==> src/rtl/pipeline_stall_controller_if.sv <==
// Issue/hazard handshake bundle between decode and s0 control.
// master drives the instruction side, slave is the stall controller.
interface pipeline_stall_controller_if;
  logic        issue_valid;
  logic [4:0]  rs1;
  logic        rs1_used;
  logic [4:0]  rs2;
  logic        rs2_used;
  logic [4:0]  rd;
  logic        rd_write;
  logic        is_load;
  logic        mem_busy;
  logic        flush;
  logic        stage_enable;
  logic        bubble;
  logic [1:0]  state;
  logic [15:0] stall_count;
  logic        mem_timeout;

  modport master (
    output issue_valid, rs1, rs1_used, rs2, rs2_used,
    output rd, rd_write, is_load, mem_busy, flush,
    input  stage_enable, bubble, state, stall_count,
    input  mem_timeout
  );

  modport slave (
    input  issue_valid, rs1, rs1_used, rs2, rs2_used,
    input  rd, rd_write, is_load, mem_busy, flush,
    output stage_enable, bubble, state, stall_count,
    output mem_timeout
  );
endinterface

==> src/rtl/pipeline_stall_controller.sv <==
// s0 stall/freeze/flush sequencer with shift-register RAW scoreboard.
// FORWARD_EN: when defined, only load-use on entry 0 stalls.
module pipeline_stall_controller #(
  parameter int WB_DEPTH    = 3,
  parameter int MEM_TIMEOUT = 255
) (
  input logic clk,
  input logic rst_n,
  pipeline_stall_controller_if.slave bus
);

  typedef enum logic [1:0] {
    RUN    = 2'd0,
    STALL  = 2'd1,
    FREEZE = 2'd2,
    FLUSH  = 2'd3
  } mode_e;

  typedef struct packed {
    logic       v;
    logic [4:0] rd;
    logic       ld;
  } sb_t;

  localparam logic [15:0] TO = 16'(MEM_TIMEOUT);

  sb_t         sb [WB_DEPTH];
  sb_t         push;
  mode_e       state_q;
  mode_e       mode;
  logic        pend_q;
  logic [15:0] stall_q;
  logic [15:0] busy_q;
  logic [15:0] busy_inc;
  logic        to_q;
  logic        hazard;
  logic        frz;
  logic        fls;
  logic        stl;

  function automatic logic hit(
    sb_t e, logic [4:0] r, logic u
  );
    return u & (r != 5'd0) & e.v & (e.rd == r);
  endfunction

  // RAW hazard against in-flight destinations
  always_comb begin
    hazard = 1'b0;
`ifdef FORWARD_EN
    hazard = sb[0].ld &
      (hit(sb[0], bus.rs1, bus.rs1_used) |
       hit(sb[0], bus.rs2, bus.rs2_used));
`else
    for (int i = 0; i < WB_DEPTH; i++)
      hazard = hazard |
        hit(sb[i], bus.rs1, bus.rs1_used) |
        hit(sb[i], bus.rs2, bus.rs2_used);
`endif
    hazard = hazard & bus.issue_valid;
  end

  // next-state: freeze > flush > stall > run
  always_comb begin
    frz  = bus.mem_busy;
    fls  = ~frz & (bus.flush | pend_q);
    stl  = ~frz & ~fls & hazard;
    mode = RUN;
    unique case (1'b1)
      frz:     mode = FREEZE;
      fls:     mode = FLUSH;
      stl:     mode = STALL;
      default: mode = RUN;
    endcase
  end

  // stage controls and scoreboard push value
  always_comb begin
    bus.stage_enable = 1'b0;
    bus.bubble       = 1'b1;
    push             = '0;
    if (rst_n) begin
      unique case (mode)
        RUN: begin
          bus.stage_enable = 1'b1;
          bus.bubble       = 1'b0;
          push.v  = bus.issue_valid & bus.rd_write &
                    (bus.rd != 5'd0);
          push.rd = bus.rd;
          push.ld = bus.is_load;
        end
        STALL: begin
          bus.stage_enable = 1'b0;
          bus.bubble       = 1'b1;
        end
        FREEZE: begin
          bus.stage_enable = 1'b0;
          bus.bubble       = 1'b0;
        end
        FLUSH: begin
          bus.stage_enable = 1'b1;
          bus.bubble       = 1'b1;
        end
      endcase
    end
  end

  assign busy_inc = (busy_q == 16'hFFFF) ?
                    busy_q : busy_q + 16'd1;

  // state register follows the chosen mode
  always_ff @(posedge clk) begin
    if (!rst_n) state_q <= RUN;
    else        state_q <= mode;
  end

  // scoreboard shift; held while frozen
  always_ff @(posedge clk) begin
    if (!rst_n) begin
      for (int i = 0; i < WB_DEPTH; i++)
        sb[i] <= '0;
    end else if (mode != FREEZE) begin
      sb[0] <= push;
      for (int i = 1; i < WB_DEPTH; i++)
        sb[i] <= (i == 1 && mode == FLUSH) ?
                 '0 : sb[i-1];
    end
  end

  // saturating hazard stall counter
  always_ff @(posedge clk) begin
    if (!rst_n)
      stall_q <= '0;
    else if (mode == STALL && stall_q != 16'hFFFF)
      stall_q <= stall_q + 16'd1;
  end

  // consecutive busy counter and sticky timeout
  always_ff @(posedge clk) begin
    if (!rst_n) begin
      busy_q <= '0;
      to_q   <= 1'b0;
    end else if (bus.mem_busy) begin
      busy_q <= busy_inc;
      if (busy_inc >= TO) to_q <= 1'b1;
    end else begin
      busy_q <= '0;
    end
  end

  // remember a flush that arrived during a freeze
  always_ff @(posedge clk) begin
    if (!rst_n)            pend_q <= 1'b0;
    else if (bus.mem_busy) pend_q <= pend_q | bus.flush;
    else                   pend_q <= 1'b0;
  end

  assign bus.state       = state_q;
  assign bus.stall_count = stall_q;
  assign bus.mem_timeout = to_q;

endmodule

==> src/flat_wrapper.sv <==
// flat-port wrapper written by rule: the top's interface ports become plain ports
module pipeline_stall_controller_flat 
#(
  parameter int WB_DEPTH    = 3,
  parameter int MEM_TIMEOUT = 255
)
  (clk, rst_n, bus_issue_valid, bus_rs1, bus_rs1_used, bus_rs2, bus_rs2_used, bus_rd, bus_rd_write, bus_is_load, bus_mem_busy, bus_flush, bus_stage_enable, bus_bubble, bus_state, bus_stall_count, bus_mem_timeout);
  pipeline_stall_controller_if bus_i ();
  input logic clk;
  input logic rst_n;
  input wire logic [$bits(bus_i.issue_valid)-1:0] bus_issue_valid;
  input wire logic [$bits(bus_i.rs1)-1:0] bus_rs1;
  input wire logic [$bits(bus_i.rs1_used)-1:0] bus_rs1_used;
  input wire logic [$bits(bus_i.rs2)-1:0] bus_rs2;
  input wire logic [$bits(bus_i.rs2_used)-1:0] bus_rs2_used;
  input wire logic [$bits(bus_i.rd)-1:0] bus_rd;
  input wire logic [$bits(bus_i.rd_write)-1:0] bus_rd_write;
  input wire logic [$bits(bus_i.is_load)-1:0] bus_is_load;
  input wire logic [$bits(bus_i.mem_busy)-1:0] bus_mem_busy;
  input wire logic [$bits(bus_i.flush)-1:0] bus_flush;
  output wire logic [$bits(bus_i.stage_enable)-1:0] bus_stage_enable;
  output wire logic [$bits(bus_i.bubble)-1:0] bus_bubble;
  output wire logic [$bits(bus_i.state)-1:0] bus_state;
  output wire logic [$bits(bus_i.stall_count)-1:0] bus_stall_count;
  output wire logic [$bits(bus_i.mem_timeout)-1:0] bus_mem_timeout;
  assign bus_i.issue_valid = bus_issue_valid;
  assign bus_i.rs1 = bus_rs1;
  assign bus_i.rs1_used = bus_rs1_used;
  assign bus_i.rs2 = bus_rs2;
  assign bus_i.rs2_used = bus_rs2_used;
  assign bus_i.rd = bus_rd;
  assign bus_i.rd_write = bus_rd_write;
  assign bus_i.is_load = bus_is_load;
  assign bus_i.mem_busy = bus_mem_busy;
  assign bus_i.flush = bus_flush;
  assign bus_stage_enable = bus_i.stage_enable;
  assign bus_bubble = bus_i.bubble;
  assign bus_state = bus_i.state;
  assign bus_stall_count = bus_i.stall_count;
  assign bus_mem_timeout = bus_i.mem_timeout;
  pipeline_stall_controller #(.WB_DEPTH(WB_DEPTH), .MEM_TIMEOUT(MEM_TIMEOUT)) u_core (.clk(clk), .rst_n(rst_n), .bus(bus_i));
endmodule
==> config.mk <==
export PLATFORM = sky130hd
export DESIGN_NAME = pipeline_stall_controller_flat
export DESIGN_NICKNAME = d
export VERILOG_FILES = /design/src/rtl/pipeline_stall_controller_if.sv /design/src/rtl/pipeline_stall_controller.sv /design/src/flat_wrapper.sv
export SDC_FILE = /design/constraint.sdc
export NUM_CORES = 1
export LEC_CHECK = 0
export ABC_AREA = 0
export CAP_MARGIN = 20
export CELL_PAD_IN_SITES_DETAIL_PLACEMENT = 0
export CELL_PAD_IN_SITES_GLOBAL_PLACEMENT = 1
export CORE_ASPECT_RATIO = 1.25
export CORE_UTILIZATION = 45
export DETAILED_ROUTE_END_ITERATION = 10
export GPL_TIMING_DRIVEN = 0
export PLACE_DENSITY = 0.81
export SETUP_SLACK_MARGIN = 0.15
export SLEW_MARGIN = 25
export SYNTH_ARGS = -nofsm -noshare
export SYNTH_HDL_FRONTEND = slang
export SYNTH_SLANG_ARGS = --single-unit
==> constraint.sdc <==
create_clock -name clk -period 3.7 [get_ports clk]
set_input_delay 0.74 -clock clk [delete_from_list [all_inputs] [get_ports clk]]
set_output_delay 0.74 -clock clk [all_outputs]
set_load 0.005 [all_outputs]
==> out/metrics.cfg, run 1 <==
[die]
fp-row-count=32
coreArea_um2=6250
dieArea_um2=6880
ios=45
die_y_um=92.5
start_util=0.472
fp.dieW_um=74.4

[detailed_routing]
vias=2310
vias_per_cell=5.24
ant_nets=0
drc=0
post_drt_wl_per_cell_um=14.4
firstDrtPassIters=4
wirelength_um=6340
drtIter0Drc=81

[power_and_ir_drop]
p_total_w=0.00111
max-vdd-ir-drop_mv=0.200
p_per_area_nw_per_um2=307
internal_power_w=0.000853
switching_power_w=0.000257
p_leak_nw=1.35
comb_power_share=0.098
p_seq_frac=0.575
swShare=0.231
power_frac_clock=0.327

[cts]
holdBufCountCts=0
worst_skew_pair.late_latency_ns=0.30
root_buffer=clkbuf_8
cts_htree_levels=2
clock-sinks=54
clkTransAtPathRegs_ns=0.10
cts_tree=built
cts.path.max_buffers=2
numCtsBuffers=5

[synth]
netlist_area_um2=2950
synth_seq_cells=54
synthCells=303
synth.avg_cell_area_um2=9.72
synth_seq_area_share=0.428
synth_edf_count=18
synth_nets=331
synthFlopType=dfxtp_1
synthArstFlopShare=0
yosysWarnings=0
synth.distinct_cells=44

[layout]
final_common_cell=dfxtp_1
n_antenna_cell=0
final_cell_mix=dfxtp_1 (36), clkdlybuf4s50_1 (31), xnor2_1 (30)
nets=383
final-instance-count-excl-fill=441
final_core_util=0.579
area_growth_pct=22.8
nFillCells=612
drive_gt1_frac=0.118

[critical_path]
endpoint_kind=output port
max_stage_delay_ns=0.54
cp_max_fo=4
start_kind=input port
critPathBufInv=3
crit_chain=buf_2 > or4_4 > o21ai_4 > nor4_1 > o21ai_1 > a41oi_2 > inv_1 > ha_1 > nor2b_1 > clkdlybuf4s15_2
required_ns=2.96
critPathKind=input port to output port
critPathTopFamily=simple AND/OR/NAND/NOR gates
worstPathArrival_ns=2.72
slowest_stage=or4_4
r2r_slack_ns=0.95

[run]
maxCapViolCount=0

[sta]
tightest_slew_ns=0.621
maxSlewViolCount=0
hold_viol=0
post-route-min-period_ns=3.46
setup_tns_ns=0
period_share=0.935
skew_ns=0.00503
relSlewSlack=0.586
holdWs_ns=0.517
clock.fmax_mhz=289
setup_viol=0
rsz0062_at_grt=no

[place]
place_congestion=0.769
io_buffers=43
dp_hpwl_um=4690
place_inst=431

[global_route]
track_usage=0.199
grt-ovfl-total=0
grt_pass1_vias=2233
grt_max_degree=28
grt_antenna_before_repair=0
grt_first_pass_wirelength_um=10600

[min_path]
hold_path_class=flop to flop

[outcome]
outcome=complete, no violations

layer usage:
layer / share of wire / global-route usage
met1: 0.45 / 0.248
met2: 0.50 / 0.343
met3: 0.038 / 0.0413
met4: 0.0047 / 0.0487
met5: 0 / 0
path summary, 6_finish.rpt:
path,startpoint,end,cells after the start
setup / recovery,bus_rs1[4],bus_stage_enable,10
hold / removal,u_core.busy_q[1],u_core.busy_q[1],2
setup reg to reg,u_core.sb[0][12],u_core.bus.stall_count[15],12
hold reg to reg,u_core.busy_q[1],u_core.busy_q[1],2
Yosys cell counts, types with 5 or more instances:
| cell | number | share of area |
|---|---|---|
| mux2i_1 | 5 | 0.017 |
| dfxtp_1 | 36 | 0.24 |
| nand2_1 | 13 | 0.017 |
| xor2_1 | 24 | 0.071 |
| nor4_1 | 6 | 0.013 |
| nand3_1 | 16 | 0.027 |
| nor3_1 | 10 | 0.017 |
| xnor2_1 | 30 | 0.089 |
| nand4_1 | 13 | 0.028 |
| edfxtp_1 | 18 | 0.18 |
| and4_1 | 6 | 0.018 |
| a21oi_1 | 7 | 0.012 |
| and3_1 | 15 | 0.032 |
| nor2_1 | 19 | 0.024 |
| nor2b_1 | 6 | 0.013 |
| and2_1 | 22 | 0.047 |
power by group through the flow:
| stage | clock network, W | logic (W) | registers (W) |
|---|---|---|---|
| floorplan | 0 | 0.0000558 | 0.000650 |
| global placement | 0 | 0.000107 | 0.000652 |
| detailed placement | 0 | 0.000109 | 0.000652 |
| CTS | 0.000375 | 0.000109 | 0.000639 |
| global route | 0.000400 | 0.000121 | 0.000641 |
| finish | 0.000363 | 0.000109 | 0.000638 |
sequential cells by signal (all words and copies together), names as in the netlist:
| signal | count |
|---|---|
| u_core.bus.mem_timeout | 1 |
| u_core.bus.stall_count | 16 |
| u_core.bus.state | 2 |
| u_core.busy_q | 16 |
| u_core.pend_q | 1 |
| u_core.sb | 18 |
what timing repair did:
| action | CTS | global route |
|---|---|---|
| buffers inserted | 2 | 0 |
| setup endpoints to repair | 2 | 2 |
| gates resized for setup | 40 | 4 |
| pin swaps | 6 | 5 |
tightest hold or removal path, stage by stage, from the launching register on:
cell	delay, ns
dfxtp_1	0.36
nand2_1	0.07
a21oi_1	0.05
per-stage QoR:
stage,cell area [um2],setup WS (ns)
finish,3620,0.242
global route,3620,0.135
CTS,3610,0.152
detailed placement,3480,-0.590
global placement,3480,-0.533
floorplan,2950,0.706
cell families (layout without fill, tap and decap cells):
family	after synthesis	count (layout)	share of synthesized area
DFF	54	54	0.428
adders and majority gates	4	4	0.0170
buffers and inverters	15	68	0.0263
and+or+nand+nor	139	139	0.275
AOI/OAI and AO/OA	32	32	0.0760
muxes	5	5	0.0170
xor gates and xnor gates	54	54	0.161
area by class of cell:
type                       count  area [um2]  share of cell area
tap                           85         106              0.0294
multi-input combinational    234        1650               0.457
timing repair buffer          45         415               0.115
buffer                        11        63.8              0.0176
clock buffer                   6        93.8              0.0259
clock inverter                 2        10.0             0.00277
sequential                    54        1260               0.349
inverter                       4        15.0             0.00415
(Power assumes the default switching activity.)
==> run 2: changes to the inputs <==
RECOVER_POWER = 50   (was unset)
==> run 2 against run 1 <==
Final cell count is the same. Largest power group unchanged. Routed wire length grew 0.22%. Core utilization shrank 0.14 points. Critical endpoint unchanged.
==> out/metrics.cfg, run 2 (synthesized netlist as in run 1, its figures left out) <==
[critical_path]
endpoint_kind=output port
r2r_end=u_core.bus.stall_count[15]
max_stage_delay_ns=0.54  ; about the same
worstPathArrival_ns=2.72  ; about the same
r2r-start=u_core.sb[0][12]
required_ns=2.96  ; about the same
r2r_cells=12  ; unchanged
critPathKind=input port to output port
endpoint=bus_stage_enable
crit_path_start=bus_rs1[4]
start_kind=input port
r2r_slack_ns=0.95  ; about the same
slowest_stage=or4_4
cp_max_fo=4  ; unchanged
crit_chain=buf_2 > or4_4 > o21ai_4 > nor4_1 > o21ai_1 > a41oi_2 > inv_1 > ha_1 > nor2b_1 > clkdlybuf4s15_2

[detailed_routing]
post_drt_wl_per_cell_um=14.4  ; +0.22%
wirelength_um=6360  ; +0.22%
drc=0  ; unchanged
drtIter0Drc=86  ; +6.2%
firstDrtPassIters=4  ; unchanged
vias=2308  ; -0.087%
vias_per_cell=5.23  ; about the same
ant_nets=0  ; unchanged

[sta]
skew_ns=0.00543  ; +0.000397 ns
setup_viol=0  ; unchanged
period_share=0.935  ; about the same
relSlewSlack=0.119  ; -0.467
post-route-min-period_ns=3.46  ; -0.000291 ns
maxSlewViolCount=0  ; unchanged
setup_tns_ns=0  ; unchanged
hold_viol=0  ; unchanged
holdWs_ns=0.515  ; -0.00158 ns
rsz0062_at_grt=no
tightest_slew_ns=1.32  ; +0.700 ns
clock.fmax_mhz=289  ; about the same

[global_route]
grt_max_degree=28  ; unchanged
met1_usage=0.248  ; unchanged
grt-ovfl-total=0  ; unchanged
grt_first_pass_wirelength_um=10600  ; unchanged
grt_antenna_before_repair=0  ; unchanged
grt_use_met3=0.0413  ; unchanged
track_usage=0.199  ; unchanged
grtUsageMet2=0.343  ; unchanged
grt_pass1_vias=2233  ; unchanged
top_usage_layer=met2

[layout]
final_common_cell=dfxtp_1
final_area_um2=3610  ; -0.24%
n_antenna_cell=0  ; unchanged
area_growth_pct=22.5
final_cell_mix=dfxtp_1 (36), xnor2_1 (30), xor2_1 (24)
final_core_util=0.578  ; -0.00140
drive_gt1_frac=0.110  ; -0.00843
largest_reg_flops=18  ; unchanged
final-instance-count-excl-fill=441  ; unchanged
nets=383  ; unchanged
regMostFlops=u_core.sb

[power_and_ir_drop]
p_per_area_nw_per_um2=308  ; +0.28%
swShare=0.232  ; +0.000992
p_seq_frac=0.575  ; about the same
max-vdd-ir-drop_mv=0.200  ; about the same
switching_power_w=0.000258  ; +0.46%
internal_power_w=0.000853  ; about the same
comb_power_share=0.097  ; about the same
p_leak_nw=1.40  ; +3.5%
power_frac_clock=0.328  ; about the same

[cts]
cts_htree_levels=2  ; unchanged
cts.path.max_buffers=2  ; unchanged
root_buffer=clkbuf_8
cts_tree=built
holdBufCountCts=0  ; unchanged
clock-sinks=54  ; unchanged
worst_skew_pair.late_latency_ns=0.30  ; about the same
clkTransAtPathRegs_ns=0.10  ; about the same
numCtsBuffers=5  ; unchanged

[die]
die_y_um=92.5  ; unchanged
start_util=0.472  ; unchanged
dieArea_um2=6880  ; unchanged
fp.dieW_um=74.4  ; unchanged
ios=45  ; unchanged
coreArea_um2=6250  ; unchanged
fp-row-count=32  ; unchanged

[place]
place_inst=431  ; unchanged
io_buffers=43  ; unchanged
place_congestion=0.769  ; unchanged
postPlaceCellArea_um2=3480  ; unchanged
dp_hpwl_um=4690  ; unchanged

[outcome]
outcome=complete, no violations

[run]
maxCapViolCount=0  ; unchanged

[min_path]
worstHoldPathCells=2  ; unchanged
hold_path_class=flop to flop

==> run 2: cell type report <==
class / count / area, um2
repair buffers: 45 / 415
well taps: 85 / 106
clock buffers: 6 / 93.8
multi-input cells: 234 / 1650
plain buffers: 11 / 61.3
inverters: 4 / 15.0
flip-flops and latches: 54 / 1260
clock inverters: 2 / 10.0
fillers: 615 / 2640
==> run 2: through the flow <==
stage                     setup WS [ns]  total power, W
after floorplan                   0.706        0.000705
after detailed placement         -0.590        0.000761
final                             0.242         0.00111
after global routing              0.135         0.00116
after CTS                         0.152         0.00112
after global placement           -0.533        0.000759
==> run 2: how the worst min path moves through the flow <==
stage,from,to,slack (ns)
3_5_place_dp,u_core.busy_q[1],u_core.busy_q[1],0.50
5_1_grt,u_core.busy_q[1],u_core.busy_q[1],0.55
2_1_floorplan,u_core.busy_q[1],u_core.busy_q[1],0.47
6_report,u_core.busy_q[1],u_core.busy_q[1],0.52
3_3_place_gp,u_core.busy_q[1],u_core.busy_q[1],0.50
4_1_cts,u_core.busy_q[1],u_core.busy_q[1],0.51
==> run 2: routing by layer <==
layer,vias to the layer above,wire length (um)
met3,6,234
met1,1074,2890
li1,1189,-
met5,-,0
met2,39,3160
met4,0,65
==> run 2: what timing repair did <==
| action | CTS | global route |
|---|---|---|
| setup buffers | 2 | 0 |
| gates resized for setup | 40 | 4 |
| endpoints found under the setup margin | 2 | 2 |
| hold endpoints to repair | 0 | 0 |
| gates cloned | 0 | 0 |
| pin swaps | 6 | 5 |
==> run 2: power by group through the flow <==
| stage | Clock [W] | Combinational (W) | Sequential [W] |
|---|---|---|---|
| after floorplan | 0 | 0.0000558 | 0.000650 |
| after global placement | 0 | 0.000107 | 0.000652 |
| after detailed placement | 0 | 0.000109 | 0.000652 |
| after CTS | 0.000375 | 0.000109 | 0.000639 |
| after global routing | 0.000400 | 0.000120 | 0.000641 |
| final | 0.000364 | 0.000108 | 0.000639 |
==> run 2: worst max-delay path, delay by kind of cell <==
family | cells | cell delay (ns)
and+or+nand+nor | 3 | 0.73
buffers and inverters | 3 | 0.44
AOI/OAI and AO/OA | 3 | 0.58
adders and majority gates | 1 | 0.22
